==> config.mk <==
export PLATFORM = sky130hd
export DESIGN_NAME = dac_pattern_generator
export DESIGN_NICKNAME = d
export VERILOG_FILES = /design/src/rtl/dac_pattern_pkg.sv /design/src/rtl/dac_pattern_lfsr.sv /design/src/rtl/dac_pattern_generator.sv
export SDC_FILE = /design/constraint.sdc
export NUM_CORES = 1
export LEC_CHECK = 0
export ABC_AREA = 0
export CORE_MARGIN = 1.5
export CORE_UTILIZATION = 55
export CTS_BUF_LIST = sky130_fd_sc_hd__clkbuf_4 sky130_fd_sc_hd__clkbuf_8
export CTS_CLUSTER_SIZE = 8
export DETAILED_ROUTE_END_ITERATION = 10
export PLACE_DENSITY_LB_ADDON = 0.25
export SLEW_MARGIN = 0
export SYNTH_ARGS = -nofsm -noshare
export SYNTH_HDL_FRONTEND = slang
export SYNTH_SLANG_ARGS = --single-unit
==> constraint.sdc <==
create_clock -name clk -period 3.33 [get_ports clk]
set_input_delay 0.666 -clock clk [delete_from_list [all_inputs] [get_ports clk]]
set_output_delay 0.666 -clock clk [all_outputs]
set_load 0.02 [all_outputs]
==> src/rtl/dac_pattern_pkg.sv <==
// Shared types and PRBS15 constants for the DAC test-pattern generator.
// PRBS lanes exist only when DAC_PATTERN_PRBS_EN is defined.
package dac_pattern_pkg;

    typedef enum logic [2:0] {
        MODE_ZERO  = 3'd0,
        MODE_CONST = 3'd1,
        MODE_RAMP  = 3'd2,
        MODE_PRBS  = 3'd3,
        MODE_BURST = 3'd4
    } mode_e;

    typedef enum logic [1:0] {
        ST_IDLE,
        ST_RUN,
        ST_GAP
    } state_e;

    localparam int          PRBS_W      = 15;
    localparam logic [14:0] PRBS_SEED   = 15'h7FFF;
    localparam int          PRBS_TAP_HI = 14;
    localparam int          PRBS_TAP_LO = 13;

    // x^15 + x^14 + 1, Fibonacci form, shifting towards the MSB
    function automatic logic [14:0] prbs15_next(input logic [14:0] s);
        return {s[13:0], s[PRBS_TAP_HI] ^ s[PRBS_TAP_LO]};
    endfunction

    function automatic mode_e decode_mode(input logic [2:0] m);
        mode_e r;
        case (m)
            3'd1:    r = MODE_CONST;
            3'd2:    r = MODE_RAMP;
            3'd3:    r = MODE_PRBS;
            3'd4:    r = MODE_BURST;
            default: r = MODE_ZERO;
        endcase
        return r;
    endfunction

endpackage

==> src/rtl/dac_pattern_lfsr.sv <==
// One PRBS15 lane; reseeded on load, advanced once per step.
// Instantiated by the generator only under DAC_PATTERN_PRBS_EN.
module dac_pattern_lfsr
    import dac_pattern_pkg::*;
#(
    parameter logic [14:0] RST_SEED = PRBS_SEED
) (
    input  logic        clk,
    input  logic        rstf,
    input  logic [14:0] i_seed,
    input  logic        i_load,
    input  logic        i_step,
    output logic [14:0] o_state
);

    logic [14:0] state_q;

    always_ff @(posedge clk or negedge rstf) begin
        if (!rstf) begin
            state_q <= RST_SEED;
        end else if (i_load) begin
            state_q <= i_seed;
        end else if (i_step) begin
            state_q <= prbs15_next(state_q);
        end
    end

    assign o_state = state_q;

endmodule

==> src/rtl/dac_pattern_generator.sv <==
// Multi-lane valid/ready test-pattern source for the DAC datapath.
// Define DAC_PATTERN_PRBS_EN to build the PRBS15 lanes (mode 3).
module dac_pattern_generator
    import dac_pattern_pkg::*;
#(
    parameter int LANE_W    = 16,
    parameter int LANES     = 2,
    parameter int BURST_LEN = 64,
    parameter int GAP_LEN   = 16,
    parameter int CNT_W     = 32
) (
    input  logic                    clk,
    input  logic                    rstf,
    input  logic                    i_enable,
    input  logic [2:0]              i_mode,
    input  logic [LANE_W-1:0]       i_const,
    input  logic [LANE_W-1:0]       i_step,
    output logic [LANES*LANE_W-1:0] o_data,
    output logic                    o_valid,
    input  logic                    i_ready,
    output logic [CNT_W-1:0]        o_count,
    output logic                    o_busy
);

    localparam int BW = (BURST_LEN > 1) ? $clog2(BURST_LEN) : 1;
    localparam int GW = (GAP_LEN > 1) ? $clog2(GAP_LEN) : 1;

    state_e            state_q;
    mode_e             mode_q;
    logic [LANE_W-1:0] const_q;
    logic [LANE_W-1:0] step_q;
    logic [LANE_W-1:0] acc_q;
    logic [CNT_W-1:0]  count_q;
    logic              valid_q;
    logic [BW-1:0]     burst_q;
    logic [GW-1:0]     gap_q;

    logic xfer;
    logic start;
    logic burst_last;
    logic gap_last;
    logic [LANES*LANE_W-1:0] pat;

    assign xfer       = valid_q && i_ready;
    assign start      = (state_q == ST_IDLE) && i_enable;
    assign burst_last = (burst_q == BW'(BURST_LEN - 1));
    assign gap_last   = (gap_q == GW'(GAP_LEN - 1));

`ifdef DAC_PATTERN_PRBS_EN
    logic [14:0] lfsr_state [LANES];

    for (genvar k = 0; k < LANES; k++) begin : g_lfsr
        localparam logic [14:0] SEED = PRBS_SEED ^ 15'(k + 1);
        dac_pattern_lfsr #(
            .RST_SEED (SEED)
        ) u_lfsr (
            .clk     (clk),
            .rstf    (rstf),
            .i_seed  (SEED),
            .i_load  (start),
            .i_step  (xfer),
            .o_state (lfsr_state[k])
        );
    end
`endif

    always_comb begin
        pat = '0;
        for (int k = 0; k < LANES; k++) begin
            case (mode_q)
                MODE_CONST:
                    pat[k*LANE_W +: LANE_W] = const_q;
                MODE_RAMP, MODE_BURST:
                    pat[k*LANE_W +: LANE_W] = acc_q + LANE_W'(k) * step_q;
`ifdef DAC_PATTERN_PRBS_EN
                MODE_PRBS:
                    pat[k*LANE_W +: LANE_W] = LANE_W'(lfsr_state[k]);
`endif
                default:
                    pat[k*LANE_W +: LANE_W] = '0;
            endcase
        end
    end

    always_ff @(posedge clk or negedge rstf) begin
        if (!rstf) begin
            state_q <= ST_IDLE;
            mode_q  <= MODE_ZERO;
            const_q <= '0;
            step_q  <= '0;
            acc_q   <= '0;
            count_q <= '0;
            valid_q <= 1'b0;
            burst_q <= '0;
            gap_q   <= '0;
        end else begin
            unique case (state_q)
                ST_IDLE: begin
                    if (i_enable) begin
                        state_q <= ST_RUN;
                        mode_q  <= decode_mode(i_mode);
                        const_q <= i_const;
                        step_q  <= i_step;
                        acc_q   <= '0;
                        count_q <= '0;
                        burst_q <= '0;
                    end
                end
                ST_RUN: begin
                    if (xfer) begin
                        acc_q   <= acc_q + step_q * LANE_W'(LANES);
                        count_q <= count_q + CNT_W'(1);
                        if (mode_q == MODE_BURST) begin
                            burst_q <= burst_last ? '0 : burst_q + BW'(1);
                        end
                        if (!i_enable) begin
                            valid_q <= 1'b0;
                            state_q <= ST_IDLE;
                        end else if (mode_q == MODE_BURST && burst_last) begin
                            valid_q <= 1'b0;
                            gap_q   <= '0;
                            state_q <= ST_GAP;
                        end
                    end else if (!valid_q) begin
                        if (i_enable) begin
                            valid_q <= 1'b1;
                        end else begin
                            state_q <= ST_IDLE;
                        end
                    end
                end
                ST_GAP: begin
                    if (!i_enable) begin
                        state_q <= ST_IDLE;
                    end else if (gap_last) begin
                        // raise valid directly so the gap is exactly GAP_LEN cycles
                        valid_q <= 1'b1;
                        burst_q <= '0;
                        state_q <= ST_RUN;
                    end else begin
                        gap_q <= gap_q + GW'(1);
                    end
                end
                default: begin
                    state_q <= ST_IDLE;
                    valid_q <= 1'b0;
                end
            endcase
        end
    end

    assign o_data  = valid_q ? pat : '0;
    assign o_valid = valid_q;
    assign o_count = count_q;
    assign o_busy  = (state_q != ST_IDLE);

endmodule
==> metrics.md <==
| Metric | Value |
|---|---|
| DP Area | `7440 um2` |
| Gpl congestion | `0.878` |
| Layout Utilization | `approximately 74%` |
| Yosys warning count | `0` |
| Post-synthesis sequential area ratio | `40.0%` |
| Num CTS Buffers | `9` |
| Mapped Area | `between 5000 and 6000 um2` |
| Height of the die | `107 um` |
| WHS | `0.314 ns` |
| Transition time of the tightest slew-check pin | `0.695 ns` |
| Latest clock arrival within the worst-skew pair | `0.40 ns` |
| Clock Path Buffers | `2` |
| FFs w/ async S/R, synth | `100%` |
| Most common cell after layout, fill and taps aside | `dfrtp_1` |
| Total track usage | `28.0%` |
| Routed wire length per instance | `17.1 um` |
| Commonest non-fill, non-tap cells in the layout | `dfrtp_1 (95), clkdlybuf4s50_1 (91), nand2_1 (74), buf_4 (53), nor2_1 (46)` |
| WL final | `15500 um` |
| Design Power | `roughly 0.0066 W` |
| P_leak | `3.54 nW` |
| Initial antenna violation count | `0` |
| Worst-path clk slew | `0.10 ns` |
| First-pass GRT wire length | `25100 um` |
| Setup ws final | `-0.0832 ns` |
| Dpl cells | `889` |
| CTS tree | `done` |
| Worst Setup Start Kind | `register` |
| Max Cap Viol | `0` |
| Sink Count | `95` |
| CP required | `roughly 2.7 ns` |
| Avg Cell Area, Syn | `between 9 and 10 um2` |
| Crit share post-route | `102%` |
| Area of the die | `11400 um2` |
| Detailed Place HPWL | `around 11000 um` |
| Total gr overflow | `0` |
| Netlist cell types | `63` |
| Flops & latches, synth | `95` |
| Vias per cell | `5.77` |
| Reg2Reg Capture Point | `acc_q[12]` |
| Synthesis-to-layout area growth | `30.2%` |
| I/O pin count | `approximately 110` |
| Post-route DRC | `0` |
| Final Hold Violating Endpoints | `0` |
| PortBufs | `roughly 100` |
| Fmax | `0.293 GHz` |
| Core Rows | `37` |
| Share of layout cells above drive strength 1 | `18.1%` |
| Worst min-delay path class | `in -> async` |
| RSZ-0062 raised after global routing | `yes` |
| Initial core utilization | `57.1%` |
| Post-synth EDFFs | `0` |
| Largest net degree at the start of global routing | `54` |
| Final Max Slew Viols | `0` |
| Post-Layout Cell Count | `908` |
| FF+latch area | `roughly 2400 um2` |
| Clk_skew | `0.0184 ns` |
| Worst path arrival time | `2.75 ns` |
| Ys flop type | `dfrtp_1` |
| Outcome | `finished, violations left` |
| PD cells | `847 nW/um2` |
| Area occupied by multi-input gates | `3530 um2` |
| Reg2reg path depth | `9` |
| Reg2Reg Launch Point | `step_q[1]` |
| WS Path Type | `reg -> out` |
| Routed Antenna Nets | `0` |
| 1st-pass router iterations | `5` |
| VDD IR-drop max | `0.346 mV` |
| Post-layout nets | `843` |
| # fillers | `792` |
| Endpoints failing setup | `5` |
| CP Capture Type | `primary output` |
| CP Max Fanout | `2` |
| Iteration-0 DRC Markers | `288` |
| Worst Setup SP | `step_q[2]` |
| Slew Limit Headroom | `53.7%` |
| Placeable Area | `10400 um2` |
| CTS root buffer | `clkbuf_8` |
| Fin area | `7740 um2` |
| Net Count, Synth | `roughly 700` |
| N_diodes | `0` |
| Reg2Reg Setup Slack | `0.66 ns` |
| Failing checks | `negative setup slack` |
| Cts hold-fix bufs | `0` |
| Min Tclk post-route | `3.41 ns` |
| Routed via count | `about 5200` |
| Die Wd | `107 um` |
| Post-synthesis cell count | `622` |
| Vias in the first global route | `approximately 5100` |
| H-tree depth | `3` |
-- flip-flops by register name (all words and copies together) (netlist names) --
register	flops
o_count	32
const_q	16
step_q	16
acc_q	15
burst_q	6
gap_q	4
mode_q	3
state_q	2
o_valid	1
-- cells in the mapped netlist, types with 3 or more instances --
master | count | area [um2]
nand2b_1 | 9 | 56.3
ha_1 | 36 | 450
xor2_1 | 39 | 342
and3_1 | 8 | 50.1
nand4_1 | 14 | 87.6
a22o_1 | 10 | 87.6
and2_1 | 7 | 43.8
a21boi_0 | 10 | 75.1
mux2i_1 | 3 | 30.0
nor3_1 | 7 | 35.0
o21ai_0 | 39 | 195
a21o_1 | 15 | 113
a21oi_1 | 27 | 135
nor2b_1 | 10 | 62.6
mux2_2 | 33 | 372
clkbuf_1 | 19 | 71.3
nand3_1 | 20 | 100
a31oi_1 | 5 | 31.3
o31ai_1 | 3 | 22.5
nand2_1 | 74 | 278
a22oi_1 | 11 | 82.6
nor2_1 | 48 | 180
and4_1 | 5 | 43.8
dfrtp_1 | 95 | 2380
xnor2_1 | 12 | 105
inv_1 | 13 | 48.8
-- cell families (layout without fill, tap and decap cells) --
family	after synthesis	in the layout	synth area share, %
simple gates	215	215	17.8
flops	95	95	40.0
mux	36	36	6.76
xor+xnor	51	51	7.51
fa+ha+maj	37	37	7.91
buf+inv	36	186	2.63
compound gates	152	152	17.4
-- through the flow --
stage / TNS (ns) / setup WS, ns
4_1_cts: -0.256 / -0.0882
3_3_place_gp: -0.524 / -0.136
2_1_floorplan: 0 / 0.165
5_1_grt: -0.863 / -0.226
3_5_place_dp: -0.643 / -0.168
6_report: -0.226 / -0.0832
-- power by group --
| part | internal [W] | leakage [nW] | total, W | switching, W |
|---|---|---|---|---|
| Clock | 0.000288 | 0.0949 | 0.000744 | 0.000456 |
| Sequential | 0.00148 | 1.24 | 0.00179 | 0.000303 |
| Combinational | 0.00186 | 2.20 | 0.00403 | 0.00216 |
| Total | 0.00364 | 3.54 | 0.00656 | 0.00292 |
-- critical path, stage by stage, from the launching register on --
cell,delay (ns)
dfrtp_1,0.43
ha_4,0.26
a21o_1,0.16
a21o_1,0.22
a2111oi_4,0.35
buf_4,0.19
nor2_4,0.04
a221oi_2,0.29
xor2_1,0.17
o21ai_1,0.07
buf_2,0.17
-- final cells by class --
class	count	share of cell area [%]
sequential	95	30.7
inverter	13	0.630
tap	136	2.20
clock buffer	9	1.60
multi-input combinational	491	45.6
timing repair buffer	157	18.4
clock inverter	7	0.857
-- timing repair --
action	4_1_cts	5_1_grt
gates resized for setup	43	22
pin swaps	3	11
endpoints found under the setup margin	11	11
setup buffers	1	2
-- per-layer routing --
metal	wire length, um	track usage (%)	part of all wire [%]	up-vias
met1	6970	38.9	45	2522
met4	230	9.14	1.5	0
met5	0	0	0	-
li1	-	-	-	2527
met2	7340	44.5	47	172
met3	966	4.98	6.2	21
-- worst max path at each step --
stage / end / slack [ns] / cells past startpoint
final: o_data[28] / -0.08 / 10
after global routing: o_data[28] / -0.23 / 10
after detailed placement: o_data[28] / -0.17 / 9
after CTS: o_data[30] / -0.09 / 10
after global placement: o_data[31] / -0.14 / 10
after floorplan: o_data[28] / 0.16 / 8
(Power assumes the default switching activity.)
